--- config.mk ---
export PLATFORM = sky130hd
export DESIGN_NAME = accel_poll_sequencer
export DESIGN_NICKNAME = d
export VERILOG_FILES = /design/src/rtl/accel_poll_sequencer_pkg.sv /design/src/rtl/accel_poll_timer.sv /design/src/rtl/accel_poll_sequencer.sv
export SDC_FILE = /design/constraint.sdc
export NUM_CORES = 1
export LEC_CHECK = 0
export ABC_AREA = 1
export CORE_MARGIN = 1.5
export CORE_UTILIZATION = 57
export CTS_BUF_LIST = sky130_fd_sc_hd__clkbuf_8
export DETAILED_ROUTE_END_ITERATION = 12
export GPL_TIMING_DRIVEN = 0
export PLACE_DENSITY = 0.82
export SYNTH_ARGS = -nofsm -noshare
export SYNTH_HDL_FRONTEND = slang
export SYNTH_SLANG_ARGS = --single-unit
--- constraint.sdc ---
create_clock -name clk -period 2.5 [get_ports clk]
set_clock_uncertainty 0.15 [all_clocks]
set_input_delay 0.5 -clock clk [delete_from_list [all_inputs] [get_ports clk]]
set_output_delay 0.5 -clock clk [all_outputs]
set_load 0.02 [all_outputs]
--- src/rtl/accel_poll_sequencer_pkg.sv ---
// Shared types and constants for the accelerometer poll sequencer.
// ACCEL_DEVID_CHECK_EN prepends a DEVID read (must return 0xE5) to the init table.
package accel_poll_sequencer_pkg;

  localparam int unsigned SYS_CLK_SPEED = 50_000_000;
  localparam int unsigned POLL_HZ       = 100;
  localparam int unsigned READ_BYTES    = 6;

  typedef enum logic [2:0] {
    ST_IDLE, ST_INIT_ISSUE, ST_INIT_WAIT, ST_PERIOD_WAIT,
    ST_RD_ISSUE, ST_RD_WAIT, ST_PUBLISH, ST_ERROR
  } accel_seq_state_e;

  localparam logic [7:0] REG_DEVID       = 8'h00;
  localparam logic [7:0] REG_BW_RATE     = 8'h2C;
  localparam logic [7:0] REG_POWER_CTL   = 8'h2D;
  localparam logic [7:0] REG_DATA_FORMAT = 8'h31;
  localparam logic [7:0] REG_DATAX0      = 8'h32;

  localparam logic [7:0] DATA_FORMAT_INIT = 8'h0B;
  localparam logic [7:0] BW_RATE_INIT     = 8'h0A;
  localparam logic [7:0] POWER_CTL_INIT   = 8'h08;
  localparam logic [7:0] DEVID_EXPECTED   = 8'hE5;

  typedef struct packed {
    logic [7:0] reg_addr;
    logic       r_w;
    logic [7:0] data;
  } i2c_req_t;

`ifdef ACCEL_DEVID_CHECK_EN
  localparam int unsigned INIT_STEPS = 4;
`else
  localparam int unsigned INIT_STEPS = 3;
`endif

  // Request issued at a given init step.
  function automatic i2c_req_t init_req(input logic [2:0] step);
    i2c_req_t   req;
    logic [2:0] w;
    logic       is_write;
`ifdef ACCEL_DEVID_CHECK_EN
    w        = step - 3'd1;
    is_write = (step != 3'd0);
`else
    w        = step;
    is_write = 1'b1;
`endif
    req = '{reg_addr: REG_DEVID, r_w: 1'b1, data: 8'h00};
    if (is_write) begin
      case (w)
        3'd0:    req = '{reg_addr: REG_DATA_FORMAT, r_w: 1'b0, data: DATA_FORMAT_INIT};
        3'd1:    req = '{reg_addr: REG_BW_RATE,     r_w: 1'b0, data: BW_RATE_INIT};
        default: req = '{reg_addr: REG_POWER_CTL,   r_w: 1'b0, data: POWER_CTL_INIT};
      endcase
    end
    return req;
  endfunction

endpackage

--- src/rtl/accel_poll_timer.sv ---
// Reloadable down-counter; tc_c marks the enabled cycle in which the count is zero.
module accel_poll_timer #(
  parameter int unsigned WIDTH = 8
) (
  input  logic             clk,
  input  logic             rst,
  input  logic             load,
  input  logic             en,
  input  logic [WIDTH-1:0] reload,
  output logic             tc_c
);

  logic [WIDTH-1:0] count;

  assign tc_c = en && (count == '0);

  always_ff @(posedge clk) begin
    if (!rst) begin
      count <= '0;
    end else if (load || tc_c) begin
      count <= reload;
    end else if (en) begin
      count <= count - WIDTH'(1);
    end
  end

endmodule

--- src/rtl/accel_poll_sequencer.sv ---
// Drives the I2C controller through sensor init and periodic six-byte axis bursts.
// ACCEL_DEVID_CHECK_EN enables the DEVID check ahead of the init writes.
module accel_poll_sequencer
  import accel_poll_sequencer_pkg::*;
#(
  parameter int unsigned POLL_PERIOD_CYCLES = SYS_CLK_SPEED / POLL_HZ,
  parameter int unsigned TIMEOUT_CYCLES     = 200_000,
  parameter logic [6:0]  SENSOR_ADDR        = 7'h1D
) (
  input  logic             clk,
  input  logic             rst,
  input  logic             enable,
  input  logic             i2c_ready,
  input  logic             i2c_finished,
  input  logic [7:0]       i2c_read_data,
  output logic [6:0]       i2c_dev_addr,
  output logic [7:0]       i2c_reg_addr,
  output logic             i2c_r_w,
  output logic [7:0]       i2c_write_data,
  output logic             i2c_start,
  output logic [15:0]      accel_x,
  output logic [15:0]      accel_y,
  output logic [15:0]      accel_z,
  output logic             accel_valid,
  output logic             busy,
  output logic             error,
  output accel_seq_state_e dbg_state
);

  localparam int unsigned PERIOD_W  = $clog2(POLL_PERIOD_CYCLES);
  localparam int unsigned TIMEOUT_W = $clog2(TIMEOUT_CYCLES);
  localparam logic [2:0]  INIT_LAST = 3'(INIT_STEPS - 1);
  localparam logic [2:0]  READ_LAST = 3'(READ_BYTES - 1);

  accel_seq_state_e state, state_nx;
  logic [2:0]       idx, idx_nx;
  logic             init_done, init_done_nx;
  i2c_req_t         req, req_nx;
  logic [5:0][7:0]  burst, burst_nx;
  logic [15:0]      x_nx, y_nx, z_nx;
  logic             start_nx, valid_nx;
  logic             period_load_c, period_tc_c, timeout_tc_c, waiting_c, devid_bad_c;

  assign waiting_c = (state == ST_INIT_WAIT) || (state == ST_RD_WAIT);

`ifdef ACCEL_DEVID_CHECK_EN
  assign devid_bad_c = req.r_w && (i2c_read_data != DEVID_EXPECTED);
`else
  assign devid_bad_c = 1'b0;
`endif

  // Period timer free-runs once init completes; terminal counts outside PERIOD_WAIT are dropped.
  accel_poll_timer #(.WIDTH(PERIOD_W)) u_period_timer (
    .clk    (clk),
    .rst    (rst),
    .load   (period_load_c),
    .en     (init_done),
    .reload (PERIOD_W'(POLL_PERIOD_CYCLES - 1)),
    .tc_c   (period_tc_c)
  );

  accel_poll_timer #(.WIDTH(TIMEOUT_W)) u_timeout_timer (
    .clk    (clk),
    .rst    (rst),
    .load   (start_nx),
    .en     (waiting_c),
    .reload (TIMEOUT_W'(TIMEOUT_CYCLES - 1)),
    .tc_c   (timeout_tc_c)
  );

  always_comb begin
    state_nx      = state;
    idx_nx        = idx;
    init_done_nx  = init_done;
    req_nx        = req;
    burst_nx      = burst;
    x_nx          = accel_x;
    y_nx          = accel_y;
    z_nx          = accel_z;
    start_nx      = 1'b0;
    valid_nx      = 1'b0;
    period_load_c = 1'b0;
    case (state)
      ST_IDLE: begin
        if (enable) begin
          idx_nx   = 3'd0;
          state_nx = init_done ? ST_PERIOD_WAIT : ST_INIT_ISSUE;
        end
      end
      ST_INIT_ISSUE: begin
        req_nx = init_req(idx);
        if (!enable) begin
          state_nx = ST_IDLE;
        end else if (i2c_ready) begin
          start_nx = 1'b1;
          state_nx = ST_INIT_WAIT;
        end
      end
      ST_INIT_WAIT: begin
        if (i2c_finished) begin
          if (devid_bad_c) begin
            state_nx = ST_ERROR;
          end else if (idx == INIT_LAST) begin
            init_done_nx  = 1'b1;
            period_load_c = 1'b1;
            state_nx      = enable ? ST_PERIOD_WAIT : ST_IDLE;
          end else begin
            idx_nx   = idx + 3'd1;
            state_nx = enable ? ST_INIT_ISSUE : ST_IDLE;
          end
        end else if (timeout_tc_c) begin
          state_nx = ST_ERROR;
        end
      end
      ST_PERIOD_WAIT: begin
        if (!enable) begin
          state_nx = ST_IDLE;
        end else if (period_tc_c) begin
          idx_nx   = 3'd0;
          state_nx = ST_RD_ISSUE;
        end
      end
      ST_RD_ISSUE: begin
        req_nx = '{reg_addr: REG_DATAX0 + 8'(idx), r_w: 1'b1, data: 8'h00};
        if (!enable) begin
          state_nx = ST_IDLE;
        end else if (i2c_ready) begin
          start_nx = 1'b1;
          state_nx = ST_RD_WAIT;
        end
      end
      ST_RD_WAIT: begin
        if (i2c_finished) begin
          burst_nx[idx] = i2c_read_data;
          if (!enable) begin
            state_nx = ST_IDLE;
          end else if (idx == READ_LAST) begin
            state_nx = ST_PUBLISH;
          end else begin
            idx_nx   = idx + 3'd1;
            state_nx = ST_RD_ISSUE;
          end
        end else if (timeout_tc_c) begin
          state_nx = ST_ERROR;
        end
      end
      ST_PUBLISH: begin
        x_nx     = {burst[1], burst[0]};
        y_nx     = {burst[3], burst[2]};
        z_nx     = {burst[5], burst[4]};
        valid_nx = 1'b1;
        state_nx = enable ? ST_PERIOD_WAIT : ST_IDLE;
      end
      ST_ERROR: begin
        if (!enable) begin
          init_done_nx = 1'b0;
          state_nx     = ST_IDLE;
        end
      end
      default: state_nx = ST_IDLE;
    endcase
  end

  always_ff @(posedge clk) begin
    if (!rst) begin
      state        <= ST_IDLE;
      idx          <= 3'd0;
      init_done    <= 1'b0;
      req          <= '0;
      burst        <= '0;
      i2c_dev_addr <= SENSOR_ADDR;
      i2c_start    <= 1'b0;
      accel_x      <= 16'h0000;
      accel_y      <= 16'h0000;
      accel_z      <= 16'h0000;
      accel_valid  <= 1'b0;
      busy         <= 1'b0;
      error        <= 1'b0;
    end else begin
      state        <= state_nx;
      idx          <= idx_nx;
      init_done    <= init_done_nx;
      req          <= req_nx;
      burst        <= burst_nx;
      i2c_dev_addr <= SENSOR_ADDR;
      i2c_start    <= start_nx;
      accel_x      <= x_nx;
      accel_y      <= y_nx;
      accel_z      <= z_nx;
      accel_valid  <= valid_nx;
      busy         <= (state_nx != ST_IDLE) && (state_nx != ST_ERROR);
      error        <= (state_nx == ST_ERROR);
    end
  end

  assign i2c_reg_addr   = req.reg_addr;
  assign i2c_r_w        = req.r_w;
  assign i2c_write_data = req.data;
  assign dbg_state      = state;

endmodule

# Word level (Yosys, flattened, before mapping)
# Index checks and enable logic that the tools add are counted.
word_totals:
  out_inout_bits: 79
  latch_bits: 0
  word_cells: 122
  memories: 0
  rom_bits: 0
  inputBits: 13
  reg_bits: 161
  ram_bits: 0
classes:
  n_addsub: 4
  n_div: 0
  n_lt_le_gt_ge: 2
  shift: 0
  mux: 47
  eq_ne: 22
  n_mul: 0
  bitwise_logic: 1
  n_reduce_logical: 23
ops:
  columns: ["op", "count"]
  rows:
  - ["3-bit 2-to-1 mux", 20]
  - ["48-bit bitwise mux", 1]
  - ["19-bit 2-to-1 mux", 2]
  - ["18-bit 2-to-1 mux", 2]
  - ["17-bit case mux with 2 select lines", 1]
  - ["14-bit case mux with 2 select lines", 1]
  - ["8-bit demux with 3-bit select", 1]
  - ["3-bit case mux with 8 select lines", 1]
  - ["19-bit logical NOT", 1]
  - ["19-bit by 1-bit subtractor with 19-bit output, second input constant", 1]
  - ["3-bit == test, second input constant", 6]
  - ["18-bit logical NOT", 1]
  - ["18-bit by 1-bit subtractor with 18-bit output, second input constant", 1]
  - ["2-bit != test, second input constant", 8]
  - ["3-bit case mux with 4 select lines", 1]
  - ["1-bit 2-to-1 mux", 11]
  - ["3-bit by 2-bit == test with 1-bit output, second input constant", 3]
  - ["9-bit AND reduction", 1]
  - ["2-bit 2-to-1 mux", 4]
  - ["8-bit 2-to-1 mux", 1]
  - ["2-bit nonzero test", 4]
  - ["6-bit by 3-bit adder with 7-bit output, first input constant", 1]
  - ["3-bit by 1-bit == test with 1-bit output, second input constant", 2]
  - ["3-bit logical NOT", 2]
  - ["14 further kinds", 22]

# Depth between registers and ports, before layout
logic_depth:
  ltp_word: 8
  mapped_depth: 13

# Hierarchy
# A second synthesis with hierarchy kept.
hier_totals:
  hier_cells: 1080
  hier_area_um2: 7568.5
modules_own_cells:
  columns: ["module", "n_inst", "cells_each", "seq_area_each_um2", "area_each_um2"]
  rows:
  - ["accel_poll_sequencer", 1, 620, 2342.2, 4732.0]
  - ["accel_poll_timer at u_period_timer", 1, 235, 380.4, 1438.9]
  - ["accel_poll_timer at u_timeout_timer", 1, 225, 360.3, 1397.6]

# Worst setup path before layout
# Ideal clock, no wire load.
synth_path:
  path_type: "reg2reg"
  start: "register idx[0]"
  end: "register busy"
  synth_period_minus_slack_ps: 1798
  n_path_buf: 0
  required_ps: 2238
  setup_slack_ps: 702
  stages_incl_launch_ff: 13
  arrival_ps: 1536
  cell_sequence: "dfxtp_1 inv_1 ha_1 a21oi_1 nor2_1 nand2_1 o21ai_0 nand2_1 nand3_1 nand2_1 inv_1 nor2_1 nor2_1"
synth_via:
  elab_chain_len: 7
synth_lines:
  columns: ["item", "line", "text"]
  rows:
  - ["from (decl)", "accel_poll_sequencer.sv:36", "logic [2:0] idx, idx_nx;"]
  - ["from (signal assigned)", "accel_poll_sequencer.sv:181", "idx <= idx_nx;"]
  - ["3-bit == test", "accel_poll_sequencer.sv:137", "end else if (idx == READ_LAST) begin"]
  - ["2-bit 2-to-1 mux", "accel_poll_sequencer.sv:137", null]
  - ["3-bit 2-to-1 mux", "accel_poll_sequencer.sv:135", "if (!enable) begin"]
  - ["3-bit 2-to-1 mux", "accel_poll_sequencer.sv:133", "if (i2c_finished) begin"]
  - ["3-bit case mux with 8 select lines (*)", "accel_poll_sequencer.sv:83", "case (state)"]
  - ["3-bit != test or 3-bit nonzero test (tied branches)", "accel_poll_sequencer.sv:191", "busy <= (state_nx != ST_IDLE) && (state_nx != ST_ERROR);"]
  - ["1-bit logical AND (*)", "accel_poll_sequencer.sv:191", null]
  - ["to (signal assigned)", "accel_poll_sequencer.sv:191", null]
  - ["to (decl)", "accel_poll_sequencer.sv:25", "output logic busy,"]
# Mark *: on every way between the ends. The rest lies on a longest branch, timed or not.
# A chain may end at the register's enable or synchronous reset.

# Final worst setup path
layout_path:
  start: "register req (netlist bit i2c_reg_addr[3])"
  end: "output i2c_reg_addr[3]"
layout_rtl:
  columns: ["item", "line", "text"]
  rows:
  - ["from (decl)", "accel_poll_sequencer.sv:38", "i2c_req_t req, req_nx;"]
  - ["from (signal assigned)", "accel_poll_sequencer.sv:183", "req <= req_nx;"]
  - ["to (decl)", "accel_poll_sequencer.sv:17", "output logic [7:0] i2c_reg_addr,"]
# No word-level cell between the ends.

==> flow_summary_export.csv <==
group,metric,value,unit
routing,dr.pass1.iters,5,
setup_path,arrival,1.49,ns
routing,met1_length,6920,um
cts,post-cts-setup-buffers,0,
setup_path,required,1.85,ns
setup_path,start_kind,"flop",
timing,max_freq,0.467,GHz
setup_path,reg2regPathDepth,7,
setup_path,r2r_end,"u_period_timer.count[7]$_SDFFE_PP0P_",
timing,setup_ws,0.358,ns
timing,fin_crit,2.14,ns
final_layout,multi_input_area,0.00301,mm2
routing,first_iter_violations,392,
global_routing,grt_pass1_wl,25600,um
yosys,yosysSeqAreaShare,45.7,%
floorplan,coreArea,0.0115,mm2
status,status,"finished clean",
final_layout,diodes,0,
floorplan,start_util,58.9,%
timing,tightest_slew,0.651,ns
yosys,synthCells,908,
worst_hold_path,min_path_cells,3,
power,p_leak,3.45,nW
yosys,synth_commonest_cells,"nor2_1 (170), dfxtp_1 (154), o21ai_0 (118)",
routing,vias,6066,
floorplan,die_h,112,um
timing,slew_headroom,56.6,%
placement,port_buffers,76,
timing,slew_violations,0,
routing,drc,0,
yosys,synth_top_area_share,45.7,%
yosys,synth.most_common_cell,"nor2_1",
cts,postCtsHoldBufs,0,
placement,hpwl,11100,um
global_routing,grtUsageTotal,25.2,%
yosys,yosys_most_used_dff,"dfxtp_1",
setup_path,worstSetupPathType,"flop to output port",
final_layout,layout-drive-gt1-share,8.87,%
power,cellPowerDensity,759,mW/mm2
setup_path,slowest_stage,"clkdlybuf4s50_1",
timing,setup_viol,0,
floorplan,ios,92,
cts,clock-sinks,154,
final_layout,area_growth,20.1,%
yosys,ys_warn_count,0,
floorplan,die_w,112,um
routing,detail-route-antenna-nets,0,
timing,rsz0062_at_grt,"false",
setup_path,cp_top_family,"buffers and inverters",
setup_path,cpPeakStageDelay,0.66,ns
final_layout,final_nets,1040,
cts,ctsRootBufferMaster,"clkbuf_8",
yosys,netlist_area,0.00675,mm2
yosys,synth.largest_area_cell,"dfxtp_1",
cts,clk_pin_slew,0.07,ns
yosys,syn_area_per_cell,7.43,um2
floorplan,dieArea,0.0125,mm2
power,max-vdd-ir-drop,637,uV
yosys,synth_edf_count,0,
setup_path,r2r-start,"idx[0]$_SDFFE_PN0P_",
global_routing,grt_max_degree,17,
setup_path,endpoint,"i2c_reg_addr[3]",
global_routing,grt_pass1_vias,5551,
final_layout,fill_cells,987,
routing,wl_met3,845,um
placement,pre_cts_slack,-0.0263,ns
cts,cts_resized,0,
routing,viasPerCell,5.19,
setup_path,crit_start,"i2c_reg_addr[3]$_SDFFE_PN0P_",
flow_run,max_cap_violations,0,
setup_path,endpoint_kind,"output port",
floorplan,rows,39,
timing,min_period_over_period,85.7,%
global_routing,grt_overflow,0,
yosys,postSynth.asyncResetShare,0,%
timing,tns,0,ns
worst_hold_path,hp-class,"primary input to flop",
cts,cts_tree,"yes",
routing,wl_per_cell,13.0,um
setup_path,cp_cell_sequence,"clkdlybuf4s50_1",
yosys,synthTopCellsByArea,"dfxtp_1 (46%), nor2_1 (9.5%), o21ai_0 (8.7%)",
timing,finalHoldViolCount,0,
setup_path,path_buf_inv,1,
global_routing,grt_antenna_before_repair,0,
yosys,synth_cell_type_count,41,
cts,insertion_delay,0.46,ns
setup_path,cp_max_fo,2,
yosys,synth_seq_cells,154,
setup_path,cp.depth,1,
cts,cts_buffers,17,
cts,htree_levels,4,
placement,gp_congestion,0.941,
timing,whs,0.270,ns
routing,wl,15200,um
cts,cts.path.max_buffers,2,
setup_path,r2r_slack,0.39,ns
routing,wl_met2,7140,um
routing,routed.top_layer,"met4",
final_layout,regArea,0.00308,mm2
-- how the worst min path moves through the flow --
stage | from | to
6_report | enable | dbg_state[0]$_SDFF_PN0_
5_1_grt | enable | dbg_state[0]$_SDFF_PN0_
4_1_cts | enable | dbg_state[0]$_SDFF_PN0_
3_5_place_dp | accel_y[1]$_SDFFE_PN0P_ | accel_y[1]$_SDFFE_PN0P_
3_3_place_gp | accel_z[11]$_SDFFE_PN0P_ | accel_z[11]$_SDFFE_PN0P_
2_1_floorplan | burst[16]$_SDFFE_PN0P_ | burst[16]$_SDFFE_PN0P_
-- cell usage in the layout (no fill, tap or decap), types with 22 or more instances in the layout --
cell type	instances
a21oi_1	77
clkbuf_1	22
clkbuf_8	22
clkdlybuf4s50_1	76
dfxtp_1	154
inv_1	114
nand2_1	100
nand3_1	28
nor2_1	170
o21ai_0	118
-- routing by layer --
metal / track usage (%) / up-vias
met1: 32.4 / 2770
met2: 41.2 / 163
met3: 5.17 / 26
met5: 0 / -
met4: 10.4 / 0
li1: - / 3107
-- where the power goes --
part | total, mW | leakage [nW] | internal [mW] | switching, mW
Combinational | 1.57 | 2.01 | 0.569 | 1.00
Clock | 1.78 | 0.195 | 0.899 | 0.886
Sequential | 2.80 | 1.24 | 2.63 | 0.165
-- registers in the layout, summed over array words and instances (netlist names), 3 cells and up --
register	cells
burst	48
u_period_timer.count	19
u_timeout_timer.count	18
accel_x	16
accel_y	16
accel_z	16
i2c_reg_addr	6
dbg_state	3
i2c_write_data	3
idx	3
-- through the flow --
| stage | cell area, um2 | util [%] | power [mW] | std cells |
|---|---|---|---|---|
| CTS | 8110 | 70.7 | 6.15 | 1169 |
| detailed placement | 7730 | 67.5 | 4.39 | 1139 |
| finish | 8110 | 70.7 | 6.15 | 1169 |
| global route | 8110 | 70.7 | 6.54 | 1169 |
| global placement | 7730 | 67.5 | 4.36 | 1139 |
| floorplan | 6800 | - | 4.05 | 920 |
-- logic make-up (layout without fill, tap and decap cells) --
logic type	Yosys count	after routing	synth area share (%)
other	2	14	0.111
flip-flops	154	154	45.7
adder cells (fa/ha/maj)	12	12	2.22
XOR/XNOR	14	14	1.82
AND/OR/NAND/NOR	353	353	23.9
buffers and inverters	165	271	10.4
AO/OA/AOI/OAI	208	208	15.8
-- final cells by class --
class	instances	share of cell area (%)
flip-flops and latches	154	38.0
inverters	121	5.66
multi-input cells	601	37.1
well taps	143	2.21
repair buffers	76	9.38
clock inverters	8	0.879
plain buffers	44	3.01
clock buffers	22	3.73
(Power assumes the default switching activity.)
